`src/rtl/cpu_program_loader.sv`:
```
// cpu_program_loader: boot-time loader feeding the pipelined RISC-V cpu.
// Parses segment headers from a 32-bit valid/ready stream, writes payload
// into instruction memory (32-bit words) or data memory (64-bit words),
// then enables the cpu and counts its execution cycles.
// Optional feature: define CPU_LOADER_CHECKSUM_EN to require one XOR
// checksum beat after every segment.
module cpu_program_loader #(
    parameter int unsigned IMEM_WORDS = 512,
    parameter int unsigned DMEM_WORDS = 1024
) (
    input  logic        clk,
    input  logic        srst,
    input  logic        s_valid,
    input  logic [31:0] s_data,
    output logic        s_ready,
    output logic [63:0] addr_ext,
    output logic        wen_ext,
    output logic [31:0] wdata_ext,
    output logic [63:0] addr_ext_2,
    output logic        wen_ext_2,
    output logic [63:0] wdata_ext_2,
    output logic        cpu_enable,
    output logic        busy,
    output logic        error,
    output logic [31:0] run_cycles
);

    typedef enum logic [2:0] {
        HDR,
        IMEM,
        DMEM_LO,
        DMEM_HI,
`ifdef CPU_LOADER_CHECKSUM_EN
        CHK,
`endif
        RUN,
        ERROR
    } state_t;

    state_t      state_q, state_d, seg_done;
    logic        tgt_q, last_q, seg_seen_q;
    logic [13:0] base_q;
    logic [15:0] cnt_q, idx_q;
    logic [31:0] lo_q;
`ifdef CPU_LOADER_CHECKSUM_EN
    logic [31:0] csum_q;
`endif
    logic        accept, hdr_load, imem_wr, dmem_wr, lo_load;
    logic [16:0] hdr_span, hdr_limit;
    logic        word_last;
    logic [63:0] word_idx;

    // Next-state decode and per-beat control strobes
    always_comb begin
        state_d   = state_q;
        hdr_load  = 1'b0;
        imem_wr   = 1'b0;
        dmem_wr   = 1'b0;
        lo_load   = 1'b0;
        accept    = s_valid && s_ready;
        hdr_span  = 17'(s_data[29:16]) + 17'(s_data[15:0]);
        hdr_limit = s_data[31] ? 17'(DMEM_WORDS) : 17'(IMEM_WORDS);
        word_last = (17'(idx_q) + 17'd1) == 17'(cnt_q);
        word_idx  = 64'(base_q) + 64'(idx_q);
`ifdef CPU_LOADER_CHECKSUM_EN
        seg_done  = CHK;
`else
        seg_done  = last_q ? RUN : HDR;
`endif
        case (state_q)
            HDR: begin
                if (accept) begin
                    hdr_load = 1'b1;
                    if (hdr_span > hdr_limit) begin
                        state_d = ERROR;
                    end else if (s_data[15:0] == 16'd0) begin
`ifdef CPU_LOADER_CHECKSUM_EN
                        state_d = CHK;
`else
                        state_d = s_data[30] ? RUN : HDR;
`endif
                    end else begin
                        state_d = s_data[31] ? DMEM_LO : IMEM;
                    end
                end
            end
            IMEM: begin
                if (accept) begin
                    imem_wr = 1'b1;
                    if (word_last) state_d = seg_done;
                end
            end
            DMEM_LO: begin
                if (accept) begin
                    lo_load = 1'b1;
                    state_d = DMEM_HI;
                end
            end
            DMEM_HI: begin
                if (accept) begin
                    dmem_wr = 1'b1;
                    state_d = word_last ? seg_done : DMEM_LO;
                end
            end
`ifdef CPU_LOADER_CHECKSUM_EN
            CHK: begin
                if (accept) begin
                    state_d = (s_data == csum_q) ? (last_q ? RUN : HDR) : ERROR;
                end
            end
`endif
            RUN:     state_d = RUN;
            ERROR:   state_d = ERROR;
            default: state_d = HDR;
        endcase
    end

    // State register
    always_ff @(posedge clk) begin
        if (srst) state_q <= HDR;
        else      state_q <= state_d;
    end

    // Segment bookkeeping, registered memory ports and status outputs
    always_ff @(posedge clk) begin
        if (srst) begin
            tgt_q       <= 1'b0;
            last_q      <= 1'b0;
            seg_seen_q  <= 1'b0;
            base_q      <= '0;
            cnt_q       <= '0;
            idx_q       <= '0;
            lo_q        <= '0;
`ifdef CPU_LOADER_CHECKSUM_EN
            csum_q      <= '0;
`endif
            s_ready     <= 1'b1;
            addr_ext    <= '0;
            wen_ext     <= 1'b0;
            wdata_ext   <= '0;
            addr_ext_2  <= '0;
            wen_ext_2   <= 1'b0;
            wdata_ext_2 <= '0;
            cpu_enable  <= 1'b0;
            busy        <= 1'b0;
            error       <= 1'b0;
            run_cycles  <= '0;
        end else begin
            wen_ext   <= imem_wr;
            wen_ext_2 <= dmem_wr;
            if (hdr_load) begin
                tgt_q      <= s_data[31];
                last_q     <= s_data[30];
                base_q     <= s_data[29:16];
                cnt_q      <= s_data[15:0];
                idx_q      <= '0;
                seg_seen_q <= 1'b1;
            end
            if (imem_wr) begin
                addr_ext  <= {word_idx[61:0], 2'b00};
                wdata_ext <= s_data;
                idx_q     <= idx_q + 16'd1;
            end
            if (lo_load) lo_q <= s_data;
            if (dmem_wr) begin
                addr_ext_2  <= {word_idx[60:0], 3'b000};
                wdata_ext_2 <= {s_data, lo_q};
                idx_q       <= idx_q + 16'd1;
            end
`ifdef CPU_LOADER_CHECKSUM_EN
            if (hdr_load)                          csum_q <= s_data;
            else if (imem_wr || lo_load || dmem_wr) csum_q <= csum_q ^ s_data;
`endif
            // Status flags are decoded from the next state so they line up with it
            s_ready    <= (state_d != RUN) && (state_d != ERROR);
            busy       <= (state_d != RUN) && (state_d != ERROR) &&
                          ((state_d != HDR) || seg_seen_q || hdr_load);
            cpu_enable <= (state_d == RUN);
            error      <= error || (state_d == ERROR);
            if (state_d == RUN) begin
                if (state_q != RUN)        run_cycles <= 32'd1;
                else if (run_cycles != '1) run_cycles <= run_cycles + 32'd1;
            end
        end
    end

    logic unused_tgt;
    assign unused_tgt = tgt_q;

endmodule

```
`config.mk`:
```
export PLATFORM = sky130hd
export DESIGN_NAME = cpu_program_loader
export DESIGN_NICKNAME = d
export VERILOG_FILES = /design/src/rtl/cpu_program_loader.sv
export SDC_FILE = /design/constraint.sdc
export NUM_CORES = 1
export LEC_CHECK = 0
export BUFFER_PORTS_ARGS = -buffer_cell sky130_fd_sc_hd__buf_2
export CAP_MARGIN = 20
export CELL_PAD_IN_SITES_DETAIL_PLACEMENT = 1
export CELL_PAD_IN_SITES_GLOBAL_PLACEMENT = 1
export CORE_ASPECT_RATIO = 0.9
export CORE_UTILIZATION = 35
export CTS_CLUSTER_DIAMETER = 150
export CTS_CLUSTER_SIZE = 12
export DETAILED_ROUTE_END_ITERATION = 12
export PLACE_DENSITY_LB_ADDON = 0.1
export SLEW_MARGIN = 40
export SYNTH_ARGS = -nofsm -noshare
export SYNTH_HDL_FRONTEND = slang
export SYNTH_SLANG_ARGS = --single-unit
export TNS_END_PERCENT = 1
```
`constraint.sdc`:
```
create_clock -name clk -period 4.8 [get_ports clk]
set_input_delay 0.72 -clock clk [delete_from_list [all_inputs] [get_ports clk]]
set_output_delay 0.72 -clock clk [all_outputs]
set_load 0.01 [all_outputs]
```
* After elaboration in Yosys (flattened, before gate mapping)
Index checks and enable logic that the tools add are counted.
Storage, ports and cells: flip-flop bits (word level) 340, input bits 35, output and inout bits 262, word-level logic and storage cells 71
Cells by class: $add $sub $neg 5, $lt $le $gt $ge 1, equality and inequality tests 12, multiplexer cells 23, reduce and logical (&&, ||, !) cells 12
Operators by type and width (number):
- $mux W32 | 2
- $mux W16 | 3
- $add A14 B16 Y17 | 2
- $add A32 B1 Y32 const B | 1
- $ne A32 B32 Y1 const B | 1
- $mux W3 | 10
- $pmux W3 S6 | 1
- $add A16 B1 Y17 const B | 1
- $eq A17 B16 Y1 | 1
- $gt A17 B11 Y1 | 1
- $add A16 B1 Y16 const B | 1
- $logic_not A16 Y1 | 1
- $eq A3 B3 Y1 const B | 4
- $mux W11 | 1
- $ne A3 B3 Y1 const B | 3
- $eq A3 B2 Y1 const B | 2
- $reduce_bool A3 Y1 | 2
- $mux W1 | 5
- $eq A3 B1 Y1 const B | 1
- $logic_and A1 B1 Y1 | 3
- $logic_not A3 Y1 | 1
- $logic_or A1 B1 Y1 | 3
- $mux W2 | 1
- $reduce_and A2 Y1 | 1
- $reduce_bool A2 Y1 | 1

* Depth between registers and ports, before layout
Gate-level depths: netlist of the first run.
depth after elaboration 9, depth in mapped cells 20, depth with buffers taken out 18

* Least setup slack after synthesis of the first run
Ideal clock, no wire load.
path kind in2reg, start point input s_data[4], end point register run_cycles[1], setup time 0.116 ns, data arrival time 4.934 ns, required time 4.684 ns, path slack -0.250 ns, cell stages on the path 20, buffers on the path 3, cell sequence ha_1 clkbuf_1 a2111oi_2 o211ai_1 o211ai_1 nand2b_1 a21oi_1 xnor2_1 ha_1 o2111ai_1 or4_1 nor4_1 a31o_2 nand2_1 o31a_1 or4_1 clkbuf_1 buf_6 o211a_1 a41o_1
On the way: word-level cells in the longest chain between the ends 7, elaborated cells on any way between the ends 9, classes of those cells add/sub (1); order compare (1); eq/ne (1); mux (4); reduce/logical (2)
RTL lines:
- start, declared | RTL line 14 | input logic [31:0] s_data,
- $add A14 B16 Y17 or $logic_not A16 Y1 (tied branches) | RTL line 61, 76
- $gt A17 B11 Y1 or $mux W3 (tied branches) | RTL line 74, 76
- $mux W3 * | RTL line 74 | if (hdr_span > hdr_limit) begin
- $mux W3 * | RTL line 72 | if (accept) begin
- $pmux W3 S6 * | RTL line 70 | case (state_q)
- $eq A3 B3 Y1 * | RTL line 180 | if (state_d == RUN) begin
- $reduce_and A2 Y1 (no source line) *
- end signal, assigned | RTL line 182 | else if (run_cycles != '1) run_cycles <= run_cycles + 32'd1;
- end, declared | RTL line 25 | output logic [31:0] run_cycles
Every way passes the cells marked *; elsewhere a longest branch is shown, timed or not. A chain may end at the register's enable or synchronous reset.

* Worst setup path after layout of the first run
Ends and elaborated chain as after synthesis.

==> impl_metrics.tcl, run 1 <==
set metrics [dict create \
    synth-main-ff-cell "dfxtp_1" \
    io_pins 297 \
    fin_util_pct 42.1 \
    htree_num_levels 1 \
    syn_area_um2 12300 \
    synth_area_per_cell_um2 7.61 \
    initialDrtViolationCount 803 \
    cts.path.max_buffers 3 \
    final_max_slew_viol_count 0 \
    grt_setup_unrepaired "false" \
    root_buffer "clkbuf_16" \
    synth-edff-count 0 \
    start_util_pct 35.9 \
    drc 0 \
    wire_per_inst_um 20.0 \
    worstMarginPinSlew_ps 790 \
    crit_top_cell "o211ai_1" \
    grt_overflow 0 \
    cp_data_arrival_time_ps 4960 \
    top_layer_used "met4" \
    met2_length_um 19300 \
    drive_gt1_share_pct 18.3 \
    first_pass_iters 5 \
    finalNetCount 1871 \
    synthArstFlopShare_pct 0 \
    ant_nets 0 \
    portBuffers 202 \
    rr_worst_depth 11 \
    yosysSeqAreaShare_pct 40.8 \
    irDropWorstVdd_v 0.000187 \
    dpl.cell_count 2238 \
    met3WireLength_um 2210 \
    cp_data_required_time_ps 5210 \
    grt_pass1_vias 11300 \
    finClkSkew_ps 13.5 \
    yosysWarnings 0 \
    final_cell_mix "nand2_1, a21oi_1, dfxtp_1" \
    antenna_found_initial 0 \
    hold_depth 2 \
    cp-start-kind "input port" \
    cp_max_fo 11 \
    wl_um 45400 \
    num_rows 64 \
    yosysTopAreaCell "dfxtp_1" \
    dpl.hpwl_um 32400 \
    max_stage_delay_ps 460 \
    synthDistinctLibCells 64 \
    cts_tree "done" \
    setup_violations 0 \
    via_per_inst 5.20 \
    cts_setup_buffers 0 \
    min_period_over_period_pct 94.8 \
    worst_skew_pair.late_latency_ps 530 \
    power.total_w 0.00467 \
    ys_ff_latch 251 \
    crit_chain "buf_2, ha_4, a2111oi_4, o211ai_1, o211ai_1, nand2b_1, a21oi_2, xnor2_1, ha_1, o2111ai_1, or4_1, nor4_2, a31o_2, nand2_1, o31a_1, or4_4, buf_6, o211a_1, a41o_1" \
    finish.instance_area_um2 14400 \
    cts_buffers 24 \
    place_ws_ps -499 \
    min_period_ps 4550 \
    final.setup.worst_slack_ps 248 \
    clock.fmax_mhz 220 \
    endpoint_kind "flip-flop" \
    netlist.area_leader.share_pct 40.8 \
    final_hold_viol_count 0 \
    clkTransAtPathRegs_ps 80 \
    die_h_um 180 \
    cts.sinks 251 \
    critPathKind "input port to flip-flop" \
    mostFrequentLayoutCell "nand2_1" \
    power-per-cell-area_nw_per_um2 324 \
    grt_max_degree 105 \
    max-slew-margin-rel_pct 47.3 \
    cap_violations 0 \
    critical-path-slowest-cell "or4_4" \
    synth_cells 1617 \
    status "complete, no violations" \
    track_usage_pct 24.7 \
    placed_cell_area_um2 13700 \
    gp_congestion 0.894 \
    instances_no_fill 2264 \
    worstHoldPathType "flip-flop to flip-flop" \
    grt_pass1_wl_um 68600 \
    area_growth_pct 17.3 \
    vias 11800 \
    die_w_um 200 \
    wl_met1_um 23000 \
    power.leakage_nw 5.79 \
    synthTopCellsByArea "dfxtp_1, nand2_1, a21oi_1, buf_4, ha_1" \
    dieArea_um2 35900 \
    core_um2 34300 \
    diodes 0 \
]
cells in the mapped netlist, types with 11 or more instances:
master	number
nand2_1	439
a21oi_1	258
dfxtp_1	251
buf_4	94
clkbuf_1	87
nor2_1	85
ha_1	32
o31ai_1	32
o21ai_0	31
xnor2_1	26
nand3_1	21
inv_1	20
nor3_1	17
nor4_1	17
or3_1	15
a31oi_1	13
nand3b_1	11
nand4_1	11
or4_1	11
worst paths after layout:
kind	startpoint	to	slack [ps]
max	s_data[4]	run_cycles[1]	250
min	lo_q[28]	wdata_ext_2[28]	440
max reg2reg	idx_q[3]	run_cycles[1]	630
min reg2reg	lo_q[28]	wdata_ext_2[28]	440
flip-flops by register name (all words and copies together), names as in the netlist, 3 cells and up:
name	flops
wdata_ext_2	64
run_cycles	32
lo_q	32
wdata_ext	32
cnt_q	16
idx_q	16
addr_ext_2	17
addr_ext	17
base_q	14
state_q	3
cells by family (layout without fill, tap and decap cells):
kind of cell / Yosys count / after routing / synth area share (%)
compound gates: 402 / 402 / 19.0
xor+xnor: 35 / 35 / 2.49
fa+ha+maj: 34 / 34 / 3.58
buf+inv: 217 / 309 / 9.64
flops: 251 / 251 / 40.8
mux: 4 / 4 / 0.325
other cells: 1 / 94 / 0.0305
simple gates: 673 / 673 / 24.0
what timing repair did:
item                                    4_1_cts  5_1_grt
resized for setup                             0       25
endpoints found under the setup margin        0       32
hold buffers                                  0        0
per-stage QoR:
step / hold WS, ps / TNS [ps]
4_1_cts: 443 / 0
3_3_place_gp: 440 / -8810
3_5_place_dp: 445 / -13620
5_1_grt: 465 / 0
6_report: 442 / 0
2_1_floorplan: 432 / 0
per-layer routing:
metal	vias up	global-route usage [%]
met1	5750	38.0
li1	5687	-
met5	-	0
met2	293	36.4
met4	0	4.92
met3	52	3.21
report_power, final:
part           internal (W)  switching (W)
sequential          0.00214      0.0000493
combinational      0.000245       0.000526
clock              0.000915       0.000800
critical path: cells and delay by family:
family,cells,cell delay [ps]
simple gates,5,1340
buf+inv,2,330
fa+ha+maj,2,580
xor+xnor,1,80
compound gates,9,1900
layout make-up:
type | instances | area [µm²]
fillers | 4382 | 19800
multi-input cells | 1242 | 6600
flip-flops and latches | 251 | 5020
repair buffers | 263 | 1520
clock buffers | 26 | 629
well taps | 462 | 578
inverters | 20 | 75.1
(Power assumes the default switching activity.)
==> run 2: changes to the inputs <==
- CTS_BUF_LIST: default -> sky130_fd_sc_hd__clkbuf_8 sky130_fd_sc_hd__clkbuf_16
==> impl_metrics.tcl, run 2 (synthesis gave the netlist of run 1 again) <==
set metrics [dict create \
    clock.fmax_mhz 220 \
    io_pins 297 \
    worst_skew_pair.late_latency_ps 530 \
    cts_tree "done" \
    rr_worst_depth 11 \
    grt_overflow 0 \
    finalNetCount 1871 \
    top_usage_layer "met1" \
    endpoint_kind "flip-flop" \
    setup_violations 0 \
    power-per-cell-area_nw_per_um2 324 \
    wire_per_inst_um 20.0 \
    cts_buffers 24 \
    min_period_ps 4550 \
    cp_top_family "compound AO/OA/AOI/OAI gates" \
    r2r_slack_ps 630 \
    track_usage_pct 24.7 \
    clkTransAtPathRegs_ps 80 \
    status "complete, no violations" \
    largest_reg_flops 64 \
    mostFrequentLayoutCell "nand2_1" \
    via_per_inst 5.20 \
    max-slew-margin-rel_pct 47.3 \
    cts_setup_buffers 0 \
    final_max_slew_viol_count 0 \
    fillers 4382 \
    grt_pass1_wl_um 68600 \
    cp_max_fo 11 \
    cts.sinks 251 \
    vias 11800 \
    cp_data_arrival_time_ps 4960 \
    rr_endpoint "run_cycles[1]" \
    dpl.hpwl_um 32400 \
    htree_num_levels 1 \
    final_hold_viol_count 0 \
    antenna_found_initial 0 \
    root_buffer "clkbuf_16" \
    crit_top_cell "o211ai_1" \
    ant_nets 0 \
    largest-register "wdata_ext_2" \
    drc 0 \
    critical-path-slowest-cell "or4_4" \
    use_met3_pct 3.21 \
    cp_num_cells 19 \
    die_w_um 200 \
    hold_start "lo_q[28]" \
    worstMarginPinSlew_ps 790 \
    cp.buffers_inverters 2 \
    critPathKind "input port to flip-flop" \
    drive_gt1_share_pct 18.3 \
    power.leakage_nw 5.80 \
    r2r-start "idx_q[3]" \
    grt_setup_unrepaired "false" \
    irDropWorstVdd_v 0.000187 \
    finClkSkew_ps 13.7 \
    fin_util_pct 42.1 \
    ctsHoldBuffers 0 \
    start_util_pct 35.9 \
    cap_violations 0 \
    post_cts_resized 0 \
    cp-start-kind "input port" \
    core_um2 34300 \
    cp_data_required_time_ps 5210 \
    dieArea_um2 35900 \
    die_h_um 180 \
    hold_depth 2 \
    holdPathEnd "wdata_ext_2[28]" \
    area_growth_pct 17.3 \
    first_pass_iters 5 \
    max_stage_delay_ps 460 \
    crit_chain "buf_2, ha_4, a2111oi_4, o211ai_1, o211ai_1, nand2b_1, a21oi_2, xnor2_1, ha_1, o2111ai_1, or4_1, nor4_2, a31o_2, nand2_1, o31a_1, or4_4, buf_6, o211a_1, a41o_1" \
    grt_pass1_vias 11300 \
    final_cell_mix "nand2_1, a21oi_1, dfxtp_1" \
    multi_input_area_um2 6600 \
    wl_um 45400 \
    num_rows 64 \
    gr-usage-met2_pct 36.4 \
    power.total_w 0.00467 \
    worstHoldPathType "flip-flop to flip-flop" \
    initialDrtViolationCount 803 \
    diodes 0 \
    gp_congestion 0.894 \
    cts.path.max_buffers 3 \
    seq_area_um2 5020 \
    grt_max_degree 105 \
    met1_usage_pct 38.0 \
    min_period_over_period_pct 94.8 \
    portBuffers 202 \
]
==> run 2: cell types whose count changed in the layout (fill, tap and decap cells not counted), sizes merged <==
cell	before	now
clkbuf	27	26
inv	20	21
==> run 2: cell type report <==
type | count | area share, %
multi-input combinational | 1242 | 45.7
clock buffer | 25 | 4.33
timing repair buffer | 263 | 10.6
clock inverter | 1 | 0.0260
tap | 462 | 4.01
sequential | 251 | 34.8
inverter | 20 | 0.520
==> run 2: stage by stage <==
| stage | instance area [µm²] | hold slack [ps] | setup slack, ps | instances | TNS (ps) |
|---|---|---|---|---|---|
| after floorplan | 12700 | 432 | 16.3 | 1710 | 0 |
| after global placement | 13700 | 440 | -310 | 2238 | -8810 |
| after detailed placement | 13700 | 445 | -499 | 2238 | -13620 |
| after CTS | 14300 | 443 | 44.0 | 2264 | 0 |
| after global routing | 14400 | 465 | 48.2 | 2264 | 0 |
| final | 14400 | 442 | 248 | 2264 | 0 |
==> run 2: routing by layer <==
layer / vias to the layer above / routed length [µm]
met4: 0 / 865
li1: 5688 / -
met2: 295 / 19300
met3: 52 / 2220
met5: - / 0
met1: 5749 / 23000
==> run 2: worst reg2reg max path, delay by kind of cell (launching register included) <==
| family | cells | cell delay (ps) |
|---|---|---|
| AND/OR/NAND/NOR | 6 | 2350 |
| AO/OA/AOI/OAI | 4 | 810 |
| flip-flops | 1 | 730 |
| buffers and inverters | 1 | 170 |
==> run 2: how the worst max path moves through the flow <==
stage / startpoint / endpoint / slack, ps
after detailed placement: s_data[1] / run_cycles[26] / -500
after CTS: s_data[0] / run_cycles[26] / 40
after global routing: s_data[4] / run_cycles[29] / 50
final: s_data[4] / run_cycles[1] / 250
after floorplan: s_data[4] / run_cycles[1] / 20
after global placement: s_data[0] / run_cycles[23] / -310
==> run 2: report_power, final <==
group,internal (W),leakage [nW],total (W),switching (W)
sequential,0.00214,2.03,0.00219,0.0000493
combinational,0.000245,3.45,0.000771,0.000526
clock,0.000913,0.313,0.00171,0.000800
==> run 3: changes to the inputs <==
--- a/config.mk
+++ b/config.mk
@@ -6,4 +6,5 @@
 export NUM_CORES = 1
 export LEC_CHECK = 0
+export ABC_AREA = 1
 export BUFFER_PORTS_ARGS = -buffer_cell sky130_fd_sc_hd__buf_2
 export CAP_MARGIN = 20
==> constraint.sdc (replaced) <==
create_clock -name clk -period 4.8 [get_ports clk]
set_input_delay 0.72 -clock clk [delete_from_list [all_inputs] [get_ports clk]]
set_output_delay 0.72 -clock clk [all_outputs]
set_load 0.05 [all_outputs]
==> impl_metrics.tcl, run 3 <==
set metrics [dict create \
    dieArea_um2 37900 \
    cts_setup_buffers 0 \
    worst_skew_pair.late_latency_ps 550 \
    track_usage_pct 24.7 \
    antenna_found_initial 1 \
    initialDrtViolationCount 727 \
    netlist.area_leader.share_pct 38.7 \
    yosysTopAreaCell "dfxtp_1" \
    power-per-cell-area_nw_per_um2 554 \
    rr_worst_depth 19 \
    cp-start-kind "input port" \
    io_pins 297 \
    grt_overflow 0 \
    drc 0 \
    finClkSkew_ps 10.5 \
    vias 12800 \
    final.setup.worst_slack_ps 1090 \
    grt_setup_unrepaired "false" \
    final_hold_viol_count 0 \
    final_max_slew_viol_count 0 \
    max-slew-margin-rel_pct 46.8 \
    die_w_um 205 \
    worstMarginPinSlew_ps 790 \
    synth-edff-count 0 \
    final_cell_mix "nor2_1, nand2_1, dfxtp_1" \
    yosysMostFrequentCell "nor2_1" \
    portBuffers 202 \
    htree_num_levels 1 \
    cts_tree "done" \
    startpoint "s_data[16]" \
    start_util_pct 35.7 \
    power.total_w 0.00813 \
    r2r_slack_ps 1470 \
    clock.fmax_mhz 269 \
    ant_nets 0 \
    root_buffer "clkbuf_16" \
    post_cts_resized 0 \
    power.leakage_nw 7.20 \
    num_rows 66 \
    synthArstFlopShare_pct 0 \
    rr_endpoint "run_cycles[21]" \
    cp_max_fo 32 \
    synth_cells 1916 \
    core_um2 36300 \
    instances_no_fill 2559 \
    cap_violations 0 \
    grt_max_degree 90 \
    irDropWorstVdd_v 0.000255 \
    first_pass_iters 5 \
    clkTransAtPathRegs_ps 60 \
    min_period_ps 3710 \
    synthDistinctLibCells 41 \
    cp_data_arrival_time_ps 4200 \
    cts.sinks 251 \
    cts_buffers 24 \
    grt_pass1_wl_um 72300 \
    finish.instance_area_um2 14700 \
    placed_cell_area_um2 14100 \
    cts.path.max_buffers 3 \
    largest-register "wdata_ext_2" \
    synth-main-ff-cell "dfxtp_1" \
    wire_per_inst_um 18.4 \
    ys_ff_latch 251 \
    synthTopCellsByArea "dfxtp_1, nor2_1, nand2_1, o21ai_0, buf_4" \
    hold_depth 2 \
    worstHoldPathType "flip-flop to flip-flop" \
    finalNetCount 2151 \
    yosysSeqAreaShare_pct 38.7 \
    gp_congestion 0.852 \
    via_per_inst 4.99 \
    status "complete, no violations" \
    area_growth_pct 13.1 \
    endpoint_kind "flip-flop" \
    largest_reg_flops 64 \
    dpl.cell_count 2532 \
    cp_data_required_time_ps 5280 \
    holdPathEnd "seg_seen_q" \
    dpl.hpwl_um 33900 \
    min_period_over_period_pct 77.4 \
    wl_um 47100 \
    mostFrequentLayoutCell "nor2_1" \
    hold_start "seg_seen_q" \
    ctsHoldBuffers 0 \
    die_h_um 185 \
    synth_commonest_cells "nor2_1, nand2_1, dfxtp_1" \
    r2r-start "idx_q[0]" \
    grt_pass1_vias 12500 \
    place_ws_ps 505 \
    final.setup.tns_ps 0 \
    critPathKind "input port to flip-flop" \
    setup_violations 0 \
    syn_area_um2 13000 \
    drive_gt1_share_pct 14.2 \
    yosysWarnings 0 \
    synth_area_per_cell_um2 6.77 \
]
[run 3: worst max-delay path, cell delays in order]
cell and delay, ps:
buf_2 140, ha_1 240, fa_1 430, nand4_1 140, nand2_1 110, a31oi_1 190, xnor2_1 90, ha_1 290
nand2_1 70, nor3_1 130, nand4_1 110, nor2_1 110, nand3_1 80, nand2_1 80, nand3_1 120, nand2_1 130
nand2_1 100, nor2_4 130, nand3_2 110, nor2_4 100, buf_4 340, nor2_1 70, nor2_1 110
[run 3: worst max-delay path by stage]
stage                     endpoint  slack (ps)  cells after the start
floorplan           run_cycles[18]        1280                     22
global placement     run_cycles[0]         670                     23
detailed placement  run_cycles[22]         500                     23
CTS                  run_cycles[5]        1060                     23
global route        run_cycles[27]         730                     24
finish              run_cycles[19]        1090                     23
[run 3: cells by family after synthesis]
family	Yosys count	synth area share, %
adder cells (fa/ha/maj)	34	3.39
other	1	0.0289
flip-flops	251	38.7
AND/OR/NAND/NOR	968	31.5
buffers and inverters	343	13.1
AO/OA/AOI/OAI	303	12.1
XOR/XNOR	16	1.08
[run 3: cell type report]
cell class              count  area [µm²]
clock inverters             2        20.0
inverters                 167         632
multi-input cells        1415        6610
clock buffers              24         601
well taps                 476         596
repair buffers            223        1190
flip-flops and latches    251        5020
diodes                      1        2.50
fillers                  4796       21700
[run 3: report_power, final]
group / switching (W) / total [W] / leakage [nW] / internal [W]
sequential: 0.000384 / 0.00290 / 2.04 / 0.00251
clock: 0.000821 / 0.00170 / 0.308 / 0.000883
combinational: 0.00271 / 0.00353 / 4.85 / 0.000821
total: 0.00392 / 0.00813 / 7.20 / 0.00422
[run 3: per-stage QoR]
| step | utilization, % | hold WS (ps) |
|---|---|---|
| 6_report | 40.4 | 459 |
| 5_1_grt | 40.4 | 470 |
| 4_1_cts | 40.4 | 460 |
| 3_5_place_dp | 38.7 | 450 |
| 3_3_place_gp | 38.7 | 447 |
| 2_1_floorplan | - | 436 |
[run 3: metal layers]
layer | vias to the layer above | GRT usage [%] | wire length, µm
li1 | 6299 | - | -
met1 | 6129 | 34.7 | 23100
met2 | 284 | 38.7 | 20400
met3 | 64 | 4.21 | 2310
met4 | 2 | 6.64 | 1190
met5 | - | 0 | 10
